## src/rtl/calculator.sv

```systemverilog
// calculator: four-function 32-bit unsigned decimal calculator core with edge-detected keypad input.
// Define CALC_DIV_EN to build the divider (opcode 101) and its divide-by-zero ERROR path.
module calculator (
  input  logic        clk,
  input  logic        rst_n,
  input  logic        pwr,
  input  logic        clr,
  input  logic [9:0]  btn,
  input  logic [2:0]  opcode,
  output logic        num,
  output logic        op,
  output logic [3:0]  pressedNum,
  output logic [2:0]  pressedOp,
  output logic [2:0]  prevOp,
  output logic [31:0] val1,
  output logic [31:0] val2,
  output logic [31:0] displayedNum,
  output logic [3:0]  state
);

  typedef enum logic [3:0] {
    S_OFF    = 4'd0,
    S_READY  = 4'd1,
    S_ENTER  = 4'd2,
    S_OPWAIT = 4'd3,
    S_RESULT = 4'd4,
    S_ERROR  = 4'd5
  } state_e;

  localparam logic [2:0] OP_NONE = 3'd0;
  localparam logic [2:0] OP_EQ   = 3'd1;
  localparam logic [2:0] OP_ADD  = 3'd2;
  localparam logic [2:0] OP_SUB  = 3'd3;
  localparam logic [2:0] OP_MUL  = 3'd4;
  localparam logic [2:0] OP_DIV  = 3'd5;

`ifdef CALC_DIV_EN
  localparam logic [2:0] OP_MAX = OP_DIV;
`else
  localparam logic [2:0] OP_MAX = OP_MUL;
`endif

  state_e      state_q, state_d;
  logic [9:0]  btn_q;
  logic [2:0]  opcode_q;
  logic        pwr_q;
  logic        num_q, num_d;
  logic        op_q, op_d;
  logic [3:0]  pressed_num_q, pressed_num_d;
  logic [2:0]  pressed_op_q, pressed_op_d;
  logic [2:0]  prev_op_q, prev_op_d;
  logic [31:0] val1_q, val1_d;
  logic [31:0] val2_q, val2_d;
  logic [31:0] disp_q, disp_d;

  logic        btn_onehot, digit_press, op_press, pwr_rise;
  logic [3:0]  digit;
  logic [31:0] alu_res;
  logic        alu_div0;
  logic        go_zero;

  always_comb begin
    digit = '0;
    for (int i = 0; i < 10; i++) begin
      if (btn[i]) digit = 4'(i);
    end
  end

  assign btn_onehot  = (btn != '0) && ((btn & (btn - 10'd1)) == '0);
  assign op_press    = (opcode >= OP_EQ) && (opcode <= OP_MAX) && (opcode_q == OP_NONE);
  assign digit_press = btn_onehot && (btn_q == '0) && !op_press;
  assign pwr_rise    = pwr && !pwr_q;

  // Left operand is the accumulator, right operand the entry just completed.
  always_comb begin
    alu_res  = val2_q;
    alu_div0 = 1'b0;
    case (prev_op_q)
      OP_ADD: alu_res = val1_q + val2_q;
      OP_SUB: alu_res = val1_q - val2_q;
      OP_MUL: alu_res = val1_q * val2_q;
`ifdef CALC_DIV_EN
      OP_DIV: begin
        alu_div0 = (val2_q == '0);
        alu_res  = alu_div0 ? '0 : val1_q / val2_q;
      end
`endif
      default: alu_res = val2_q;
    endcase
  end

  // NOTE: every variable gets a default before the branches so no latch is inferred.
  always_comb begin
    state_d       = state_q;
    num_d         = 1'b0;
    op_d          = 1'b0;
    pressed_num_d = pressed_num_q;
    pressed_op_d  = pressed_op_q;
    prev_op_d     = prev_op_q;
    val1_d        = val1_q;
    val2_d        = val2_q;
    go_zero       = 1'b0;

    if (pwr_rise) begin
      go_zero = 1'b1;
      state_d = (state_q == S_OFF) ? S_READY : S_OFF;
    end else if (state_q == S_OFF) begin
      go_zero = 1'b1;
    end else if (clr) begin
      go_zero = 1'b1;
      state_d = S_READY;
    end else if (op_press) begin
      case (state_q)
        S_ENTER: begin
          op_d         = 1'b1;
          pressed_op_d = opcode;
          val2_d       = '0;
          if (alu_div0) begin
            prev_op_d = OP_NONE;
            state_d   = S_ERROR;
          end else begin
            val1_d    = alu_res;
            prev_op_d = (opcode == OP_EQ) ? OP_NONE : opcode;
            state_d   = (opcode == OP_EQ) ? S_RESULT : S_OPWAIT;
          end
        end
        S_OPWAIT: begin
          op_d         = 1'b1;
          pressed_op_d = opcode;
          prev_op_d    = (opcode == OP_EQ) ? OP_NONE : opcode;
          state_d      = (opcode == OP_EQ) ? S_RESULT : S_OPWAIT;
        end
        S_RESULT: begin
          if (opcode != OP_EQ) begin
            op_d         = 1'b1;
            pressed_op_d = opcode;
            prev_op_d    = opcode;
            state_d      = S_OPWAIT;
          end
        end
        default: ;
      endcase
    end else if (digit_press) begin
      case (state_q)
        S_READY, S_OPWAIT: begin
          num_d         = 1'b1;
          pressed_num_d = digit;
          val2_d        = 32'(digit);
          state_d       = S_ENTER;
        end
        S_ENTER: begin
          num_d         = 1'b1;
          pressed_num_d = digit;
          val2_d        = val2_q * 32'd10 + 32'(digit);
        end
        S_RESULT: begin
          num_d         = 1'b1;
          pressed_num_d = digit;
          val1_d        = '0;
          val2_d        = 32'(digit);
          state_d       = S_ENTER;
        end
        default: ;
      endcase
    end

    if (go_zero) begin
      pressed_num_d = '0;
      pressed_op_d  = OP_NONE;
      prev_op_d     = OP_NONE;
      val1_d        = '0;
      val2_d        = '0;
    end

    case (state_d)
      S_ENTER:            disp_d = val2_d;
      S_OPWAIT, S_RESULT: disp_d = val1_d;
      S_ERROR:            disp_d = '1;
      default:            disp_d = '0;
    endcase
  end

  // NOTE: sequential state uses non-blocking assignments so all registers update together.
  always_ff @(posedge clk) begin
    if (!rst_n) begin
      state_q       <= S_OFF;
      btn_q         <= '0;
      opcode_q      <= OP_NONE;
      pwr_q         <= 1'b0;
      num_q         <= 1'b0;
      op_q          <= 1'b0;
      pressed_num_q <= '0;
      pressed_op_q  <= OP_NONE;
      prev_op_q     <= OP_NONE;
      val1_q        <= '0;
      val2_q        <= '0;
      disp_q        <= '0;
    end else begin
      state_q       <= state_d;
      btn_q         <= btn;
      opcode_q      <= opcode;
      pwr_q         <= pwr;
      num_q         <= num_d;
      op_q          <= op_d;
      pressed_num_q <= pressed_num_d;
      pressed_op_q  <= pressed_op_d;
      prev_op_q     <= prev_op_d;
      val1_q        <= val1_d;
      val2_q        <= val2_d;
      disp_q        <= disp_d;
    end
  end

  assign state        = state_q;
  assign num          = num_q;
  assign op           = op_q;
  assign pressedNum   = pressed_num_q;
  assign pressedOp    = pressed_op_q;
  assign prevOp       = prev_op_q;
  assign val1         = val1_q;
  assign val2         = val2_q;
  assign displayedNum = disp_q;

endmodule

```

## config.mk

```make
export PLATFORM = sky130hd
export DESIGN_NAME = calculator
export DESIGN_NICKNAME = d
export VERILOG_FILES = /design/src/rtl/calculator.sv
export SDC_FILE = /design/constraint.sdc
export NUM_CORES = 2
export LEC_CHECK = 0
export ABC_AREA = 1
export CORE_AREA = 5 5 330 235
export DETAILED_ROUTE_END_ITERATION = 10
export DIE_AREA = 0 0 335 240
export HOLD_SLACK_MARGIN = 0.12
export SETUP_SLACK_MARGIN = 0.1
export SYNTH_ARGS = -nofsm -noshare
export SYNTH_HDL_FRONTEND = slang
export SYNTH_SLANG_ARGS = --single-unit
```

## constraint.sdc

```tcl
create_clock -name clk -period 6.59 [get_ports clk]
set_clock_uncertainty 0.1 [all_clocks]
set_input_delay 0.659 -clock clk [delete_from_list [all_inputs] [get_ports clk]]
set_output_delay 0.659 -clock clk [all_outputs]
set_load 0.05 [all_outputs]
```

==> flow_results.org <==
** Route
- Wirelength per Cell :: 22.2 µm
- In the routed layout, each cell is associated on average with a via count of 5.27.
- DRT Pass-1 Iters :: 8
- The count of nets left with antenna violations once routing finished came out at 0.
- Overall routed net length :: 130,000 µm
- In this run, the number of DRC markers left after iteration 0 of detailed routing was 3,433.
- In the routed design, unresolved DRC markers number 0.
- Vias after detailed routing :: 30,800

** CTS
- The clock passes through at most 2 buffers.
- Clock latency on the worst-skew pair :: 0.46 ns
- For this design, the sink count on the clock tree is 126.
- Root Buffer Master :: sky130_fd_sc_hd__clkbuf_16
- TritonCTS clock tree :: built
- CTS Buf Count :: 17
- Max H-tree Level :: 4
- After clock tree synthesis, the clock-pin slew on the worst setup and hold paths is 0.08 ns.

** Logic synthesis
- Post-synthesis sequential element count :: 126
- By instance count, the leading cell after synthesis is sky130_fd_sc_hd__nand2_1.
- Yosys cell types :: 65
- Xor-xnor portion of the synthesized cell area :: 0.0178
- Adder and majority gate portion of the synthesized area :: 0.371
- Of all flip-flops after synthesis, the portion carrying an async set or reset was 0.
- In this run the mean area of a mapped cell was 6.62 µm².
- After synthesis, the largest family of logic cells by area is adder cells.
- Sequential area share after synthesis :: 0.0858
- Share of the synthesized area in compound gates (AO/OA/AOI/OAI) :: 0.0943
- Of the post-synthesis cell area, the dominant cell type holds 0.280.
- In this run the cell area of the synthesized design comes to 29,400 µm².
- Largest area contributor in the netlist :: sky130_fd_sc_hd__fa_1
- Simple-gate share of the synthesized area :: 0.267
- Synthesis produced a netlist whose cell count is 4,439.
- When the netlist entered floorplanning its net count stood at 5,081.
- Measured against the total synthesized area, the mux share comes to 0.000766.
- EDFF count, synth :: 0
- Yosys attributes the largest share of cell area to sky130_fd_sc_hd__fa_1 (28%), sky130_fd_sc_hd__nand2_1 (15%), sky130_fd_sc_hd__inv_1 (14%).
- Yosys warning total :: 0
- In the synthesized netlist the dominant register cell turns out to be sky130_fd_sc_hd__dfxtp_1.
- Leading post-synthesis cells by instance count :: sky130_fd_sc_hd__nand2_1 (1,186), sky130_fd_sc_hd__inv_1 (1,064), sky130_fd_sc_hd__fa_1 (411)

** Setup path
- In this run the register-to-register setup slack is -0.63 ns.
- R2R Path End :: displayedNum[24]
- Top cell by count, worst path :: sky130_fd_sc_hd__fa_1
- Maximum cell stage delay along the critical path :: 0.55 ns
- The worst register-to-register path has a depth of 29.
- Slowest CP cell :: sky130_fd_sc_hd__fa_1
- The worst setup path is captured at a register.
- The critical path is of the register to register type.
- Worst Path Buf+Inv :: 7
- Data arrives at the worst endpoint at 7.42 ns.
- In this run the critical register-to-register path is launched from val1[12].
- STA classifies the critical path startpoint as a register.
- The cell family contributing the most delay on the critical path is adder cells.
- In this run the worst path has a maximum fanout of 7.
- Endpoint required time on the critical path :: 6.79 ns

** Layout
- Of the cells placed in the final design, the portion with a size suffix greater than 1 is 0.192.
- Fillcell total :: 7,462
- Area growth syn-to-layout :: 27.1%
- After the flow finishes, the layout carries non-filler instances totaling 5,842.
- Final net count :: 5,481

** Global routing
- In the global route stage, overall resource usage came out at 0.316.
- Total overflow reported by the global router :: 0
- Entering global routing, the biggest net connects 65 pins.
- First-pass GRT wire length :: 190,000 µm
- The initial antenna violation count was 4.
- The via count of the first global-routing pass came to 29,400.

** Floorplan
- Placeable core region :: 74,200 µm²
- For this configuration, the core starts out at a cell density of 0.396.
- Vertical die dimension :: 240 µm
- Area of the die :: 80,400 µm²
- I/O pin count :: 129
- Die extent in x :: 335 µm
- Placement Rows :: 84

** STA
- Dividing the final minimum period by the clock period gives 1.10.
- Setup repair after global routing could not meet its margin everywhere.
- The count of final hold-check violations was 0.
- Transition time at the pin with the least slew margin :: 1.39 ns
- Total count of max-transition violations in the final report :: 0
- The worst pin sits at a relative slew slack of 0.0661.
- Final setup fails :: 43
- Final hold slack :: 0.377 ns
- In the post-route analysis, the smallest setup slack over all paths is -0.630 ns.
- Summed over all failing endpoints, the final setup total negative slack is -12.51 ns.
- For the finished layout, the period the worst path requires is 7.22 ns.
- Max Freq :: 0.139 GHz

** Placement
- Worst slack at placement :: -0.879 ns
- In this run, placement finished with an instance count of 5,691.
- At the end of routability-driven placement, the weighted congestion stood at 1.04.
- Half-perimeter wire length of the detailed placement result :: 106,000 µm
- Buffers placed on the I/O ports in this run total 128.

** Worst hold path
- The worst hold path was traced through 2 stages.
- Hold Startpoint :: pressedOp[1]
- The path class of the tightest hold or removal check is register to register.
- Hold Path End :: pressedOp[1]

** Status
- Failing checks :: setup timing
- The run finished, with violations left.

** Power
- IR drop worst, VDD :: 0.148 mV
- Summing internal, switching and leakage power gives 2.49 mW.
- Total net switching power :: 957 µW
- Leakage component of the power :: 20.7 nW
- Of the total power, registers draw 0.310.
- Cell-internal power :: 1.53 mW
- Clock power frac :: 0.399
- Of the total power, the share spent switching nets is 0.384.
- Of the total power, combinational logic draws 0.291.
- Dividing total power by cell area gives a power density of 66.7 nW/µm².

** Flow run
- Number of max-cap violations :: 0
[cell usage in the layout, fill, tap and decap left out, types with 22 or more instances in the layout]
cell,instances
sky130_fd_sc_hd__a21oi_1,185
sky130_fd_sc_hd__o21ai_0,130
sky130_fd_sc_hd__dfxtp_1,74
sky130_fd_sc_hd__inv_1,994
sky130_fd_sc_hd__a21oi_2,30
sky130_fd_sc_hd__fa_2,48
sky130_fd_sc_hd__clkdlybuf4s50_1,128
sky130_fd_sc_hd__inv_2,84
sky130_fd_sc_hd__nand2_2,68
sky130_fd_sc_hd__nand3_1,215
sky130_fd_sc_hd__nor3_1,34
sky130_fd_sc_hd__fa_1,363
sky130_fd_sc_hd__xor2_1,46
sky130_fd_sc_hd__nand4_1,55
sky130_fd_sc_hd__dfxtp_4,38
sky130_fd_sc_hd__nand3_2,22
sky130_fd_sc_hd__buf_6,49
sky130_fd_sc_hd__ha_1,187
sky130_fd_sc_hd__nor2_1,251
sky130_fd_sc_hd__buf_12,44
sky130_fd_sc_hd__buf_4,340
sky130_fd_sc_hd__ha_4,26
sky130_fd_sc_hd__nand2_1,1106
[state kept, by name, summed over array words and instances (netlist names)]
signal,count
state,4
prevOp,3
opcode_q,3
pressedOp,3
pressedNum,4
val1,32
val2,32
displayedNum,32
pwr_q,1
num,1
op,1
btn_q,10
[logic make-up after synthesis]
group	after synthesis
and+or+nand+nor	1865
xor gates and xnor gates	59
DFF	126
muxes	2
buffers and inverters	1266
AOI/OAI and AO/OA	496
adders and majority gates	625
[worst max-delay path by stage]
| stage | startpoint | end | slack, ns | cells past startpoint |
|---|---|---|---|---|
| 2_1_floorplan | val2[2] | displayedNum[30] | -0.09 | 29 |
| 3_3_place_gp | val2[2] | displayedNum[24] | -0.85 | 29 |
| 3_5_place_dp | val2[2] | displayedNum[24] | -0.88 | 29 |
| 4_1_cts | val1[6] | displayedNum[24] | -0.56 | 31 |
| 5_1_grt | val1[6] | displayedNum[24] | -0.77 | 31 |
| 6_report | val1[12] | displayedNum[24] | -0.63 | 29 |
[worst register-to-register path: cells and delay by family (launching register included)]
kind / cells / cell delay, ns
AOI/OAI and AO/OA: 6 / 0.78
adders and majority gates: 9 / 4.35
buffers and inverters: 7 / 0.45
DFF: 1 / 0.38
and+or+nand+nor: 7 / 1.02
[final cells by class]
| class | instances | area (µm²) | area share |
|---|---|---|---|
| clock buffer | 20 | 468 | 0.0125 |
| multi-input combinational | 3047 | 23500 | 0.628 |
| timing repair buffer | 565 | 5320 | 0.142 |
| inverter | 1082 | 4070 | 0.109 |
| tap | 989 | 1240 | 0.0331 |
| clock inverter | 12 | 121 | 0.00325 |
| sequential | 126 | 2680 | 0.0718 |
| antenna | 1 | 2.50 | 0.0000670 |
[power by group through the flow]
stage                     sequential (mW)  clock, mW  combinational (mW)
final                               0.772      0.994               0.724
after global routing                0.773       1.04               0.778
after CTS                           0.773      0.999               0.687
after detailed placement            0.791          0               0.674
after global placement              0.791          0               0.682
after floorplan                     0.797          0               0.428
[metal layers]
| layer | vias to the layer above | part of all wire | routed length, µm | track usage |
|---|---|---|---|---|
| met5 | - | 0.00010 | 13 | 0 |
| met4 | 2 | 0.027 | 3480 | 0.0670 |
| met1 | 14800 | 0.45 | 58000 | 0.468 |
| li1 | 14200 | - | - | - |
| met3 | 178 | 0.13 | 16700 | 0.105 |
| met2 | 1594 | 0.40 | 51400 | 0.447 |
[metrics by stage]
stage,util,area (µm²)
6_report,0.503,37400
5_1_grt,0.503,37400
4_1_cts,0.490,36400
3_5_place_dp,0.462,34300
3_3_place_gp,0.462,34300
2_1_floorplan,-,30200
[timing repair]
action	CTS	global route
hold endpoints to repair	0	0
setup buffers	78	46
pin swaps	129	142
hold buffers	0	0
resized for setup	243	196
setup endpoints to repair	44	44
(Power assumes the default switching activity.)
